$ cat src/rtl/core_pkg.sv
// Shared types and constants for the fetch-stage PC logic.
// Optional misaligned-target handling is enabled with PC_REDIRECT_ALIGN_CHECK_EN.
package core_pkg;

  localparam int PC_WIDTH = 32;

  typedef logic [PC_WIDTH-1:0] pc_t;

  typedef enum logic [1:0] {
    RUN  = 2'd0,
    PEND = 2'd1
  } redir_state_e;

  localparam pc_t RESET_PC_DEFAULT = 32'h0000_0000;
  localparam int  PC_INC           = 4;

endpackage

$ cat src/rtl/redirect_arbiter.sv
// Combinational age-priority select among redirect requests: JR > branch > jump.
// EX-class requests (JR/branch) flush two stages; the ID-class jump flushes one.
module redirect_arbiter
  import core_pkg::*;
#(
  parameter int PC_W = PC_WIDTH
) (
  input  logic            jr_control,
  input  logic [PC_W-1:0] jr_target,
  input  logic            branch_taken,
  input  logic [PC_W-1:0] branch_target,
  input  logic            jump,
  input  logic [PC_W-1:0] jump_target,
  output logic            sel_valid,
  output logic            sel_ex,
  output logic [PC_W-1:0] sel_target
);

  always_comb begin
    // NOTE: every output gets a default first so no path leaves it unassigned (no latch).
    sel_valid  = 1'b0;
    sel_ex     = 1'b0;
    sel_target = jump_target;
    if (jr_control) begin
      sel_valid  = 1'b1;
      sel_ex     = 1'b1;
      sel_target = jr_target;
    end else if (branch_taken) begin
      sel_valid  = 1'b1;
      sel_ex     = 1'b1;
      sel_target = branch_target;
    end else if (jump) begin
      sel_valid  = 1'b1;
      sel_target = jump_target;
    end
  end

endmodule

$ cat src/rtl/pc_redirect.sv
// Fetch PC owner: advances by 4, applies prioritised redirects, holds a redirect across stalls.
// Define PC_REDIRECT_ALIGN_CHECK_EN to force targets word-aligned and pulse misalign.
module pc_redirect
  import core_pkg::*;
#(
  parameter int          RESET_PC = RESET_PC_DEFAULT,
  parameter int          PC_W     = PC_WIDTH
) (
  input  logic            clk,
  input  logic            rst,
  input  logic            stall,
  input  logic            jr_control,
  input  logic [PC_W-1:0] jr_target,
  input  logic            branch_taken,
  input  logic [PC_W-1:0] branch_target,
  input  logic            jump,
  input  logic [PC_W-1:0] jump_target,
  output logic [PC_W-1:0] pc,
  output logic [PC_W-1:0] pc_plus4,
  output logic            flush_if_id,
  output logic            flush_id_ex,
  output logic            redirect,
  output logic            misalign
);

  redir_state_e    state_q, state_d;
  logic [PC_W-1:0] pc_q, pc_d;
  logic [PC_W-1:0] pend_target_q, pend_target_d;
  logic            pend_ex_q, pend_ex_d;

  logic            sel_valid, sel_ex;
  logic [PC_W-1:0] sel_target;
  logic            apply, apply_ex;
  logic [PC_W-1:0] apply_target, load_target;

  redirect_arbiter #(.PC_W(PC_W)) u_arb (
    .jr_control    (jr_control),
    .jr_target     (jr_target),
    .branch_taken  (branch_taken),
    .branch_target (branch_target),
    .jump          (jump),
    .jump_target   (jump_target),
    .sel_valid     (sel_valid),
    .sel_ex        (sel_ex),
    .sel_target    (sel_target)
  );

  // In PEND the live request inputs belong to the stalled producer, so only the captured one counts.
  always_comb begin
    apply_target = sel_target;
    apply_ex     = sel_ex;
    apply        = sel_valid && !stall;
    if (state_q == PEND) begin
      apply_target = pend_target_q;
      apply_ex     = pend_ex_q;
      apply        = !stall;
    end
  end

`ifdef PC_REDIRECT_ALIGN_CHECK_EN
  logic misalign_q;

  assign load_target = {apply_target[PC_W-1:2], 2'b00};

  always_ff @(posedge clk or posedge rst) begin
    if (rst) misalign_q <= 1'b0;
    else     misalign_q <= apply && (apply_target[1:0] != 2'b00);
  end

  assign misalign = misalign_q;
`else
  assign load_target = apply_target;
  assign misalign    = 1'b0;
`endif

  always_comb begin
    state_d       = state_q;
    pc_d          = pc_q;
    pend_target_d = pend_target_q;
    pend_ex_d     = pend_ex_q;
    if (apply) begin
      pc_d    = load_target;
      state_d = RUN;
    end else if (stall) begin
      if (state_q == RUN && sel_valid) begin
        state_d       = PEND;
        pend_target_d = sel_target;
        pend_ex_d     = sel_ex;
      end
    end else begin
      pc_d = pc_q + PC_W'(PC_INC);
    end
  end

  always_ff @(posedge clk or posedge rst) begin
    // NOTE: sequential state uses non-blocking assignments so all registers update together.
    if (rst) begin
      state_q       <= RUN;
      pc_q          <= PC_W'(RESET_PC);
      pend_target_q <= '0;
      pend_ex_q     <= 1'b0;
    end else begin
      state_q       <= state_d;
      pc_q          <= pc_d;
      pend_target_q <= pend_target_d;
      pend_ex_q     <= pend_ex_d;
    end
  end

  assign pc          = pc_q;
  assign pc_plus4    = pc_q + PC_W'(PC_INC);
  assign redirect    = apply;
  assign flush_if_id = apply;
  assign flush_id_ex = apply && apply_ex;

endmodule
$ cat config.mk
export PLATFORM = sky130hd
export DESIGN_NAME = pc_redirect
export DESIGN_NICKNAME = d
export VERILOG_FILES = /design/src/rtl/core_pkg.sv /design/src/rtl/redirect_arbiter.sv /design/src/rtl/pc_redirect.sv
export SDC_FILE = /design/constraint.sdc
export NUM_CORES = 1
export LEC_CHECK = 0
export CAP_MARGIN = 10
export CELL_PAD_IN_SITES_DETAIL_PLACEMENT = 0
export CELL_PAD_IN_SITES_GLOBAL_PLACEMENT = 1
export CORE_ASPECT_RATIO = 1.1
export CORE_MARGIN = 2
export CORE_UTILIZATION = 35
export DETAILED_ROUTE_END_ITERATION = 8
export GPL_TIMING_DRIVEN = 0
export PLACE_DENSITY = 0.84
export SLEW_MARGIN = 20
export SYNTH_ARGS = -nofsm -noshare
export SYNTH_HDL_FRONTEND = slang
export SYNTH_SLANG_ARGS = --single-unit
export TNS_END_PERCENT = 5
$ cat constraint.sdc
create_clock -name clk -period 5.82 [get_ports clk]
set_clock_uncertainty 0.05 [all_clocks]
set_input_delay 1.746 -clock clk [delete_from_list [all_inputs] [get_ports clk]]
set_output_delay 1.746 -clock clk [all_outputs]
set_load 0.02 [all_outputs]
==> results.ini, run 1 <==
[floorplanning]
core_um2=13100
die_area_um2=14240
std_cell_rows=44
fp.dieH_um=125.0
ios=170
initial_core_util_pct=35.53
die_w_um=114.0

[worst_setup_path]
arrival_ns=3.94
cp-start-kind=input port
path_class=in2out
worstPathMaxFanout=11
crit_path_end_kind=output pin
cpPeakStageDelay_ns=0.54
cpMostUsedCell=clkdlybuf4s50_1
crit_slowest_cell=clkdlybuf4s50_1
path_cells=clkdlybuf4s50_1 > or3_4 > or2_1 > buf_2 > nand2_2 > inv_2 > buf_6 > clkdlybuf4s50_1
worstPathRequired_ns=4.02

[synth]
synth_area_um2=4656
synthTopCellsByArea=dfrtp_1 (35%), mux2i_1 (8.8%), o21ai_0 (6.2%)
synth_top_cell_area_share_pct=35.47
synth_common_cells=nand2_1 (74), dfrtp_1 (66), o21ai_0 (58)
ys.flop_type=dfrtp_1
synthesis.nets=653
synth.ff_latch_count=66
post-synth-top-count-cell=nand2_1
avgSynthCellArea_um2=8.465
synth_top_family_by_area=compound AO/OA/AOI/OAI gates
synth-simple-area-share_pct=19.16
synth_adder_area_share_pct=0.2687
synth_area_leader_cell=dfrtp_1
netlist_instances=550
synth_compound_area_share_pct=21.28
synth-xor-area-share_pct=5.079
synthMuxAreaShare_pct=12.20
synth_cell_types=64
synth_seq_area_share_pct=35.47
synth_edf_count=0
ys_async_sr_fraction_pct=100.0
synth-warning-count=0

[sta]
maxSlewHeadroom_pct=31.81
min_period_ns=5.738
max_freq_ghz=0.1743
whs_ns=0.4285
fin_crit_sh_pct=98.59
setup_viol=0
drv_slew=0
hold_viol=0
tightest_slew_ns=1.014
tns_ns=0
rsz0062_at_grt=no

[final_layout]
postLayoutCoreUtil_pct=52.31
drive_above_1_share_pct=10.22
diodes=0
area_growth_pct=47.22
final_nets=832

[detailed_routing]
first_pass_iters=7
drt-vias-per-instance=5.388
postRouteAntennaNets=0
wl_per_cell_um=18.04
wirelength_um=16150
drc_errors=0
via_count=4822
drtIter0Drc=362

[place]
place.gp.congestion=0.8706
dp_hpwl_um=12560
port_buffers=167

[global_routing]
grtUsageTotal_pct=22.87
grt_pass1_wl_um=25530
antenna_found_initial=0
gr-total-overflow=0
grt_max_degree=56
grt_pass1_vias=4810

[clocking]
cts_root_buf=clkbuf_16
cts_max_path_buffers=2
clock_latency_ns=0.33
clk_pin_slew_ns=0.06
cts_sinks=66
cts_tree=yes
post_cts_buffers=0
cts_made_buffers=9
htreeDepth=3

[run_status]
status=finished, final reports clean

[power_and_ir_drop]
p_seq_share_pct=33.9
peakVddDrop_v=0.0001376
p_comb_share_pct=35.8
clkPwrFrac_pct=30.3
switching_share_pct=33.96
power_switching_mw=0.6131
p_int_mw=1.192
pwr_density_cell_nw_per_um2=263.4
leakage_nw=2.807

[worst_hold_path]
hp-class=reg2reg

[flow_run]
drv_cap=0

-- worst max-delay path: cells and delay by family --
family                 cells  cell delay (ns)
buffers and inverters      5             1.43
and+or+nand+nor            3             0.75
-- path summary, 6_finish.rpt --
kind                                         from  cells past startpoint           endpoint  slack, ns
worst max-delay path                   jr_control                      8        flush_if_id       0.08
worst min-delay path            pend_target_q[21]                      2  pend_target_q[21]       0.43
worst max register to register              pc[4]                      6             pc[31]       3.25
worst min register to register  pend_target_q[21]                      2  pend_target_q[21]       0.43
max in group asynchronous                     rst                      3             pc[17]       3.53
min in group asynchronous                     rst                      2             pc[25]       1.63
-- through the flow --
step	worst slack, ns	total power [mW]	cells	cell area [um2]
floorplan	0.9434	0.9505	550	4656
global placement	-0.01589	1.247	878	6529
detailed placement	-0.05665	1.265	879	6559
CTS	0.07798	1.806	895	6854
global route	0.004740	1.890	895	6854
finish	0.08201	1.805	895	6854
-- sequential cells by signal, summed over array words and instances, names as in the netlist --
name           flops
pend_target_q     32
pend_ex_q          1
pc                32
state_q            1
-- layout make-up --
cell class / instances / area, um2
tap: 161 / 201.4
clock buffer: 11 / 242.7
multi-input combinational: 417 / 2704
timing repair buffer: 168 / 1697
fill: 1282 / 6248
clock inverter: 5 / 53.80
buffer: 46 / 222.7
sequential: 66 / 1652
inverter: 21 / 81.33
-- per-layer routing --
layer	vias up	track usage (%)	routed length, um
li1	2326	-	-
met1	2269	30.06	6969
met2	208	38.76	7813
met3	19	4.605	1137
met4	0	5.165	228
met5	-	0	0
-- power by group through the flow --
stage	logic (mW)	clock network, mW	registers, mW
2_1_floorplan	0.306	0	0.645
3_5_place_dp	0.647	0	0.618
6_report	0.646	0.547	0.612
4_1_cts	0.648	0.547	0.610
3_3_place_gp	0.633	0	0.614
5_1_grt	0.696	0.571	0.623
-- repair_timing --
action                                  CTS  global route
hold buffers                              0             0
gates resized for setup                   2             0
endpoints found under the setup margin    2             0
-- logic make-up after synthesis --
family / after synthesis
DFF: 66
AOI/OAI and AO/OA: 157
buffers and inverters: 67
other: 1
and+or+nand+nor: 176
muxes: 55
adders and majority gates: 1
xor gates and xnor gates: 27
-- cells in the final DEF, fill, tap and decap left out, types with 5 or more instances in the layout --
cell type / instances
clkbuf_16: 9
nor3_1: 5
mux2i_1: 41
xnor2_1: 21
o221a_2: 5
nor2_1: 36
clkdlybuf4s50_1: 166
o211ai_1: 8
o21ai_0: 58
a21oi_1: 41
buf_2: 9
nand2_1: 74
clkbuf_1: 25
and4_1: 6
nand4_1: 9
dfrtp_1: 66
inv_1: 19
o22ai_1: 8
mux2_2: 14
xor2_1: 6
nand3_1: 13
buf_4: 7
Power figures use the tool's default switching activity.
==> run 2, diff against run 1 <==
- CAP_MARGIN: 10 -> 20
- REMOVE_ABC_BUFFERS: default -> 1
==> results.ini, run 2 (same netlist as run 1, synthesis figures left out) <==
[run_status]
status=finished, final reports clean

[power_and_ir_drop]
clkPwrFrac_pct=30.9  ; +0.6 points
p_int_mw=1.188  ; -0.30%
pwr_density_cell_nw_per_um2=263.2  ; about the same
p_seq_share_pct=35.0  ; +1.1 points
power_switching_mw=0.5994  ; -2.2%
p_comb_share_pct=34.2  ; -1.6 points
leakage_nw=2.740  ; -2.4%
switching_share_pct=33.53  ; -0.44 points
peakVddDrop_v=0.0001282  ; -6.8%

[place]
placed_cell_area_um2=6465  ; -1.4%
dp_hpwl_um=10390  ; -17%
port_buffers=168  ; +0.60%
preCtsSetupSlack_ns=-0.6136  ; -0.5570 ns
place.gp.congestion=0.7634  ; -12%

[detailed_routing]
dr.max_layer_used=met4
wl_met1_um=5982  ; -14%
via_count=4559  ; -5.5%
routed-wl-met2_um=7183  ; -8.1%
wirelength_um=14010  ; -13%
postRouteAntennaNets=0  ; unchanged
drc_errors=0  ; unchanged
wl_met3_um=724  ; -36%
drtIter0Drc=206  ; -43%
first_pass_iters=5  ; -2
wl_per_cell_um=16.37  ; -9.3%
drt-vias-per-instance=5.326  ; -1.1%

[sta]
hold_viol=0  ; unchanged
tns_ns=0  ; unchanged
max_freq_ghz=0.1749  ; +0.34%
min_period_ns=5.719  ; -0.01915 ns
timing.final.ws_setup_ns=0.1012  ; +0.01915 ns
fin_crit_sh_pct=98.26  ; -0.33 points
drv_slew=0  ; unchanged
maxSlewHeadroom_pct=49.67  ; +18 points
setup_viol=0  ; unchanged
rsz0062_at_grt=no
tightest_slew_ns=0.7550  ; -0.2586 ns
whs_ns=0.4278  ; -0.0007150 ns

[worst_hold_path]
min_from=pend_target_q[10]
min_to=pend_target_q[10]
hp-class=reg2reg
worstHoldPathCells=2  ; unchanged

[global_routing]
grt_pass1_vias=4477  ; -6.9%
antenna_found_initial=0  ; unchanged
grtUsageTotal_pct=19.49  ; -3.4 points
grt_pass1_wl_um=22420  ; -12%
gr-total-overflow=0  ; unchanged
grt_max_degree=46  ; -18%

[clocking]
cts_tree=yes
cts_sinks=66  ; unchanged
post_cts_buffers=0  ; unchanged
clk_pin_slew_ns=0.05  ; about the same
htreeDepth=3  ; unchanged
cts_root_buf=clkbuf_16
clock_latency_ns=0.33  ; about the same
postCtsHoldBufs=0  ; unchanged
cts_max_path_buffers=2  ; unchanged
cts_made_buffers=9  ; unchanged

[final_layout]
final_nets=793  ; -4.7%
final_cell_area_um2=6792  ; -0.91%
area_growth_pct=45.87
drive_above_1_share_pct=10.36  ; +0.14 points
layout_common_cells=clkdlybuf4s50_1 (165), nand2_1 (73), dfrtp_1 (65)
nFillCells=1250  ; -2.5%
diodes=0  ; unchanged
mostFrequentLayoutCell=clkdlybuf4s50_1

[floorplanning]
die_w_um=114.0  ; unchanged
std_cell_rows=44  ; unchanged
ios=170  ; unchanged
initial_core_util_pct=35.53  ; unchanged
fp.dieH_um=125.0  ; unchanged
die_area_um2=14240  ; unchanged
core_um2=13100  ; unchanged

[worst_setup_path]
crit_path_end_kind=output pin
rr_startpoint=pc[2]
reg2regPathDepth=6  ; unchanged
reg2reg_slack_ns=3.33  ; +0.08 ns
cp-start-kind=input port
path_class=in2out
arrival_ns=3.92  ; -0.02 ns
crit_path_start=jump
timing.rr.end=pc[20]
worstPathMaxFanout=18  ; +7
worstPathRequired_ns=4.02  ; about the same

[flow_run]
drv_cap=0  ; unchanged

-- run 2: changes by cell type in the layout (fill, tap and decap cells not counted), sizes merged --
cell,change
clkinvlp,+5
inv,-1
clkdlybuf4s50,-1
buf,-14
clkinv,-2
clkbuf,-26
-- run 2: power by group through the flow --
stage | logic (mW) | clock network (mW) | registers (mW)
after floorplan | 0.263 | 0 | 0.660
after global placement | 0.590 | 0 | 0.629
after detailed placement | 0.613 | 0 | 0.632
after CTS | 0.616 | 0.567 | 0.625
after global routing | 0.661 | 0.585 | 0.640
final | 0.611 | 0.552 | 0.625
-- run 2: routing by layer --
metal | up-vias | global-route usage, %
met5 | - | 0
met4 | 0 | 5.022
met3 | 10 | 3.781
met2 | 134 | 34.31
met1 | 2157 | 24.34
li1 | 2258 | -
-- run 2: cell type report --
class	instances	area, um2	area share [%]
repair inverters	1	5.005	0.07369
multi-input cells	417	2728	40.16
clock buffers	10	239.0	3.519
clock inverters	6	66.31	0.9764
repair buffers	174	1814	26.71
inverters	21	85.08	1.253
flip-flops and latches	66	1653	24.34
well taps	161	201.4	2.966
-- run 2: through the flow --
step                      cells  util [%]  total power [mW]
final                       856     51.83             1.788
after global routing        856     51.83             1.885
after CTS                   855     51.77             1.808
after detailed placement    839     49.34             1.246
after global placement      833     48.21             1.219
after floorplan             504         -            0.9230
-- run 2: timing repair --
action	CTS	global route
resized for setup	5	1
cloned	0	1
setup endpoints to repair	2	2
hold endpoints to repair	0	0
-- run 2: worst max-delay path, stage by stage --
cell             delay, ns
clkdlybuf4s50_1       0.43
or3_4                 0.38
or2_4                 0.36
nand2_4               0.21
inv_2                 0.19
clkdlybuf4s50_1       0.59
-- run 2: worst max-delay path by stage --
| stage | endpoint | slack [ns] | depth (start not counted) |
|---|---|---|---|
| finish | redirect | 0.10 | 6 |
| global route | redirect | 0.02 | 6 |
| CTS | redirect | 0.03 | 5 |
| detailed placement | redirect | -0.61 | 6 |
| global placement | redirect | -2.30 | 6 |
| floorplan | flush_if_id | 1.08 | 4 |
==> run 3, diff against run 2 <==
- CAP_MARGIN: 20 -> 40
- CELL_PAD_IN_SITES_DETAIL_PLACEMENT: 0 -> 1
- GPL_TIMING_DRIVEN: 0 -> 1
==> results.ini, run 3 (same netlist as run 1, synthesis figures left out) <==
[final_layout]
final_nets=798  ; +0.63%
multi_input_area_um2=2709  ; -0.69%
nFillCells=1533  ; +23%
area_growth_pct=43.67
diodes=0  ; unchanged
mostFrequentLayoutCell=clkdlybuf4s50_1
final-seq-area_um2=1653  ; unchanged
layout_common_cells=clkdlybuf4s50_1 (165), nand2_1 (73), dfrtp_1 (65)
drive_above_1_share_pct=10.14  ; -0.22 points

[global_routing]
grt_max_degree=67  ; +46%
gr-total-overflow=0  ; unchanged
grtUsageTotal_pct=22.09  ; +2.6 points
antenna_found_initial=0  ; unchanged
grt_pass1_vias=5008  ; +12%
grt_pass1_wl_um=25160  ; +12%

[power_and_ir_drop]
power_mw=1.742  ; -2.6%
pwr_density_cell_nw_per_um2=260.4  ; -1.1%
leakage_nw=2.734  ; -0.25%
peakVddDrop_v=0.0001106  ; -14%

[worst_setup_path]
worstPathMaxFanout=16  ; -2
reg2reg_slack_ns=3.40  ; +0.07 ns
crit_path_start=jump
arrival_ns=3.64  ; -0.28 ns
path_class=in2out
crit_buf_inv=3  ; unchanged
crit_slowest_cell=clkdlybuf4s50_1
rr_startpoint=pc[2]
path_cells=clkdlybuf4s50_1 > or3_4 > or2_1 > nand2_2 > inv_2 > clkdlybuf4s50_1
crit_path_end_kind=output pin
reg2regPathDepth=6  ; unchanged
cpPeakStageDelay_ns=0.59  ; about the same
critPathTopFamily=buffers and inverters
cpMostUsedCell=clkdlybuf4s50_1
timing.rr.end=pc[24]
worstPathRequired_ns=4.02  ; about the same
cp-start-kind=input port

[worst_hold_path]
min_to=pend_target_q[13]
worstHoldPathCells=2  ; unchanged
hp-class=reg2reg
min_from=pend_target_q[13]

[clocking]
cts_max_path_buffers=2  ; unchanged
post_cts_buffers=0  ; unchanged
cts_made_buffers=9  ; unchanged
clk_pin_slew_ns=0.05  ; about the same
clock_latency_ns=0.33  ; about the same
cts_tree=yes
cts_root_buf=clkbuf_16
postCtsHoldBufs=0  ; unchanged
htreeDepth=3  ; unchanged
cts_resized=0  ; -5
cts_sinks=66  ; unchanged

[floorplanning]
die_w_um=114.0  ; unchanged
std_cell_rows=44  ; unchanged
fp.dieH_um=125.0  ; unchanged
initial_core_util_pct=35.53  ; unchanged
die_area_um2=14240  ; unchanged
ios=170  ; unchanged
core_um2=13100  ; unchanged

[detailed_routing]
wirelength_um=15680  ; +12%
first_pass_iters=6  ; +1
drt-vias-per-instance=5.483  ; +3.0%
drtIter0Drc=270  ; +31%
wl_per_cell_um=18.21  ; +11%
postRouteAntennaNets=0  ; unchanged
via_count=4721  ; +3.6%
drc_errors=0  ; unchanged

[place]
place.gp.congestion=0.7934  ; +3.9%
dp_hpwl_um=11470  ; +10%
port_buffers=168  ; unchanged

[run_status]
status=finished, final reports clean

[sta]
tns_ns=0  ; unchanged
hold_viol=0  ; unchanged
drv_slew=0  ; unchanged
fin_crit_sh_pct=93.41  ; -4.8 points
whs_ns=0.4288  ; +0.0009970 ns
tightest_slew_ns=0.7038  ; -0.05120 ns
setup_viol=0  ; unchanged
min_period_ns=5.437  ; -0.2822 ns
maxSlewHeadroom_pct=52.65  ; +3.0 points
rsz0062_at_grt=no
max_freq_ghz=0.1839  ; +5.2%

[flow_run]
drv_cap=0  ; unchanged

## run 3: cell count changes in the layout (fill, tap and decap cells not counted), moves of 2 or more
cell	before	now
buf_4	2	10
clkbuf_1	0	3
clkinvlp_4	4	0
buf_2	1	3
buf_16	3	0
clkinv_2	1	3
## run 3: through the flow
stage	worst slack, ns	area, um2	cells	utilization, %
final	0.3833	6689	861	51.05
after floorplan	1.080	4434	504	-
after global routing	0.3124	6689	861	51.05
after CTS	0.3836	6669	860	50.90
after global placement	0.4235	6384	843	48.72
after detailed placement	0.3957	6404	844	48.87
## run 3: layout make-up
cell class	instances	share of cell area (%)
tap	161	3.012
inverter	21	1.178
sequential	66	24.71
timing repair buffer	180	26.64
multi-input combinational	417	40.50
clock buffer	13	3.741
clock inverter	3	0.2245
## run 3: routing by layer
metal,GRT usage (%),share of wire (%),wire length (um),up-vias
met5,0,0,0,-
li1,-,-,-,2244
met2,40.37,53,8266,132
met3,3.539,4.0,635,22
met1,25.90,41,6454,2323
met4,7.676,2.1,326,0
## run 3: where the power goes
| part | internal (mW) | switching, mW | total [mW] |
|---|---|---|---|
| clock network | 0.298 | 0.198 | 0.496 |
| registers | 0.535 | 0.0888 | 0.624 |
| logic | 0.306 | 0.316 | 0.622 |
## run 3: worst max path at each step
stage | slack, ns | cells past startpoint | endpoint
detailed placement | 0.40 | 6 | redirect
global route | 0.31 | 6 | redirect
CTS | 0.38 | 6 | redirect
finish | 0.38 | 6 | redirect
floorplan | 1.08 | 4 | flush_if_id
global placement | 0.42 | 6 | flush_if_id
## run 3: tightest hold or removal path: cells and delay by family, from the launching register on
family             cells  cell delay (ns)
AOI/OAI and AO/OA      1             0.06
DFF                    1             0.34
and+or+nand+nor        1             0.05
==> patch 1: new RTL, config.mk and constraints of run 1 <==
Build with the macro `PC_REDIRECT_ALIGN_CHECK_EN` defined.
--- a/src/rtl/pc_redirect.sv
+++ b/src/rtl/pc_redirect.sv
@@ -1,5 +1,7 @@
 // Fetch PC owner: advances by 4, applies prioritised redirects, holds a redirect across stalls.
 // Define PC_REDIRECT_ALIGN_CHECK_EN to force targets word-aligned and pulse misalign.
+`define PC_REDIRECT_ALIGN_CHECK_EN
+
 module pc_redirect
   import core_pkg::*;
 #(
Function: changed (Yosys sat finds a counterexample within 4 cycles, from zero or initial values and one cycle with rst high).
==> patch 1 against run 1 <==
Wire length is 0.20% higher; power is 5.9% higher; synthesized area is 3.6% lower; sequential cell count is 1 lower; design area is 1.9% lower; clock power is 16% higher; largest power group unchanged; core utilization is 1.1 points higher; count of clock-buffer cells in the layout is 2 lower; worst setup slack better by 0.041 ns; non-clock buffer count is 2 lower; register-to-register slack better by 0.10 ns.
==> patch 1: results (changes against run 1) <==
- Status: finished clean
- Synth Warn #: 0 (unchanged)
- Crit path DAT: 3.90 ns (-0.04 ns)
- Worst Slack Setup Final: 0.123 ns (+0.0405 ns)
- Total Routing Usage GR: 23.5% (+0.59 points)
- Gpl congestion: 0.879 (+1.0%)
- Reg2reg end: pc[18]
- Num CTS Buffers: 9 (unchanged)
- Met2 usage: 41.1% (+2.3 points)
- Tightest slew margin relative to the limit: 51.6% (+20 points)
- GR Layer Usage met1: 29.0% (-1.0 points)
- R2R setup slack: 3.35 ns (+0.10 ns)
- Ratio of cells with drive above 1 in the final layout: 10.0% (-0.18 points)
- Vias per cell: 5.56 (+3.1%)
- WHS Endpoint: pend_target_q[25]
- Drt total wl: 16.2 mm (+0.20%)
- Worst R2R Start: pc[3]
- Number of port buffers: 165 (-1.2%)
- Static leakage: 2.79 nW (-0.62%)
- HPWL Detailed: 12.4 mm (-1.4%)
- Met3 Usage GRT: 3.80% (-0.80 points)
- Fin nets: 805 (-3.2%)
- Largest net degree at the start of global routing: 37 (-34%)
- Max H-tree Level: 3 (unchanged)
- DRT Pass-1 Iters: 5 (-2)
- Max IR drop VDD: 0.187 mV (+36%)
- Place WS: -0.542 ns (-0.485 ns)
- Vias in the first global route: 4777 (-0.69%)
- Min-Delay Startpoint: pend_target_q[25]
- First-pass GRT wire length: 25.0 mm (-2.2%)
- R2R cell count: 6 (unchanged)
- Top cells by area, synth: dfrtp_1 36%, mux2i_1 7.1%, nand2_1 5.7%
- Slowest cell on crit path: clkdlybuf4s50_1
- Netlist cell types: 58 (-9.4%)
- Initial DRC Count: 317 (-12%)
- List of most frequent post-synthesis cells: 68 x nand2_1, 65 x dfrtp_1, 42 x a21oi_1, 42 x o21ai_0, 35 x nor2_1
- Top reg by flops: pend_target_q
- Sequential share of the synthesized area: 36.3% (+0.78 points)
- Placed Area: 0.00637 mm^2 (-2.9%)
-- patch 1: stage by stage --
step	utilization [%]	total power [mW]	cells	hold slack [ns]
5_1_grt	53.4	1.99	864	0.452
6_report	53.4	1.91	864	0.427
3_5_place_dp	50.6	1.28	849	0.420
4_1_cts	53.4	1.91	864	0.432
2_1_floorplan	-	0.958	526	0.393
3_3_place_gp	50.4	1.26	848	0.411
-- patch 1: where the power goes --
group          leakage [nW]  total [mW]  internal, mW  switching, mW
Sequential            0.776       0.609         0.530         0.0788
Clock                 0.162       0.632         0.418          0.214
Combinational          1.85       0.670         0.326          0.344
-- patch 1: metal layers --
metal	up-vias	part of all wire (%)
met2	216	50
met5	-	0
met4	0	2.6
met3	37	7.0
met1	2285	40
li1	2262	-
-- patch 1: repair_timing --
item / 4_1_cts / 5_1_grt
setup endpoints to repair: 3 / 3
endpoints found under the hold margin: 0 / 0
gates resized for setup: 6 / 2
-- patch 1: worst max-delay path: cells and delay by family --
family        cells  cell delay, ns
simple gates      3            0.73
buf+inv           4            1.44
-- patch 1: layout make-up --
| class | count | area, um^2 |
|---|---|---|
| inverters | 7 | 28.8 |
| multi-input cells | 407 | 2640 |
| plain buffers | 46 | 220 |
| clock inverters | 7 | 119 |
| well taps | 157 | 196 |
| flip-flops and latches | 65 | 1630 |
| clock buffers | 9 | 225 |
| repair buffers | 166 | 1670 |
| fillers | 1218 | 5860 |
-- patch 1: kinds of logic after synthesis --
family          Yosys count  share of synthesized area (%)
other cells               1                         0.0836
buf+inv                  54                           5.35
simple gates            176                           20.2
fa+ha+maj                 1                          0.279
flops                    65                           36.3
compound gates          150                           21.2
xor+xnor                 29                           5.66
mux                      47                           10.9
-- patch 1: how the worst max path moves through the flow --
stage,endpoint,from,depth (start not counted)
6_report,redirect,jump,7
3_3_place_gp,flush_id_ex,jr_control,9
4_1_cts,redirect,jump,7
2_1_floorplan,flush_id_ex,jr_control,7
5_1_grt,redirect,branch_taken,7
3_5_place_dp,flush_id_ex,jr_control,9
==> patch 2: new RTL, flow settings as in run 1 <==
Without the edit above. Register the output `redirect`, without a reset; this adds one clock of latency there. The other outputs are not delayed to match. Comments in the files are not updated.
--- a/src/rtl/pc_redirect.sv
+++ b/src/rtl/pc_redirect.sv
@@ -109,7 +109,9 @@
 
   assign pc          = pc_q;
   assign pc_plus4    = pc_q + PC_W'(PC_INC);
-  assign redirect    = apply;
+  always_ff @(posedge clk) begin
+    redirect <= apply;
+  end
   assign flush_if_id = apply;
   assign flush_id_ex = apply && apply_ex;
 
Check against the original RTL: not equivalent (a bounded check fails within 4 cycles, from zero or initial values and one cycle with rst high).
==> patch 2 against run 1 <==
Wire length decreased by 1.9%; count of clock-buffer cells in the layout increased by 3; register-to-register slack got worse by 0.04 ns; clock power decreased by 7.3%; design area decreased by 0.22%; sequential cell count increased by 1; power decreased by 2.0%; non-clock buffer count decreased by 1; via count increased by 0.15%; synthesized cell count unchanged; synthesized area increased by 0.27%; worst setup slack improved by 0.010 ns.
==> patch 2: results (changes against run 1) <==
- HPWL Detailed: 12.5 mm (-0.21%)
- Count of multi-input gates: 417 (unchanged)
- Seq cells post-synth: 67 (+1.5%)
- Largest net degree at the start of global routing: 42 (-25%)
- NonClk Buf Share: 27.9% (-0.12 points)
- Status: finished clean
- Syn_nets: 653 (unchanged)
- Met2 wire length: 7.91 mm (+1.3%)
- Register Area: 0.00167 mm^2 (+1.2%)
- Total Routing Usage GR: 22.6% (-0.26 points)
- Gpl congestion: 0.867 (-0.44%)
- Final clock-cell share: 4.01% (-0.32 points)
- Static leakage: 2.79 nW (-0.47%)
- Placed Area: 0.00656 mm^2 (about the same)
- Max IR drop VDD: 0.153 mV (+11%)
- DR vias: 4829 (+0.15%)
- Met1 WL: 6.82 mm (-2.2%)
- Sequential share of the synthesized area: 35.8% (+0.33 points)
- DR WL/cell: 17.7 um (-1.9%)
- GR Layer Usage met1: 30.4% (+0.34 points)
- Vias in the first global route: 4719 (-1.9%)
- Fraction of area in multi-input gates: 39.5% (+0.087 points)
- Fillers: 1280 (-0.16%)
- Non-clock buffers: 213 (-0.47%)
- Slew @ Worst Pin: 1.06 ns (+0.0505 ns)
- Top cells by area, synth: dfrtp_1 35%, mux2i_1 8.8%, o21ai_0 6.2%
- Netlist cell types: 65 (+1.6%)
- Initial DRC Count: 343 (-5.2%)
- Clock Tree Root: clkbuf_16
- Ratio of cells with drive above 1 in the final layout: 9.67% (-0.54 points)
- First-pass GRT wire length: 25.4 mm (-0.38%)
- Clk_buf instances: 14 (+3)
- Ys async rst share: 98.5% (-1.5 points)
- Wire length on met3: 977 um (-14%)
- Met2 usage: 38.7% (-0.070 points)
patch 2: kinds of logic (layout without fill, tap and decap cells):
group	after synthesis	count (layout)	synth area share (%)
AO/OA/AOI/OAI	157	157	21.2
XOR/XNOR	27	27	5.07
adder cells (fa/ha/maj)	1	1	0.268
buffers and inverters	66	250	6.27
flip-flops	67	67	35.8
multiplexers	55	55	12.2
other	1	1	0.0803
AND/OR/NAND/NOR	176	176	19.1
patch 2: repair_timing:
action	CTS	global route
hold endpoints to repair	0	0
endpoints found under the setup margin	0	1
resized for setup	0	2
patch 2: worst paths after layout:
kind	startpoint	endpoint	slack, ns	cells after the start
worst max-delay path	jr_control	flush_if_id	0.09	8
worst min-delay path	pend_target_q[23]	pend_target_q[23]	0.43	2
worst max register to register	pc[2]	pc[31]	3.21	5
worst min register to register	pend_target_q[23]	pend_target_q[23]	0.43	2
max in group asynchronous	rst	pend_target_q[15]	3.46	3
min in group asynchronous	rst	pc[29]	1.71	2
patch 2: through the flow:
| stage | utilization, % | std cells | worst slack (ns) |
|---|---|---|---|
| 3_5_place_dp | 50.1 | 879 | 0.0109 |
| 3_3_place_gp | 49.9 | 878 | 0.00353 |
| 6_report | 52.2 | 895 | 0.0923 |
| 5_1_grt | 52.2 | 895 | 0.00410 |
| 4_1_cts | 52.2 | 895 | 0.0109 |
| 2_1_floorplan | - | 550 | 1.10 |
patch 2: power by group through the flow:
| stage | clock network (mW) | registers, mW | logic, mW |
|---|---|---|---|
| 3_5_place_dp | 0 | 0.625 | 0.645 |
| 2_1_floorplan | 0 | 0.653 | 0.304 |
| 3_3_place_gp | 0 | 0.621 | 0.633 |
| 5_1_grt | 0.538 | 0.630 | 0.695 |
| 6_report | 0.507 | 0.617 | 0.645 |
| 4_1_cts | 0.515 | 0.616 | 0.647 |
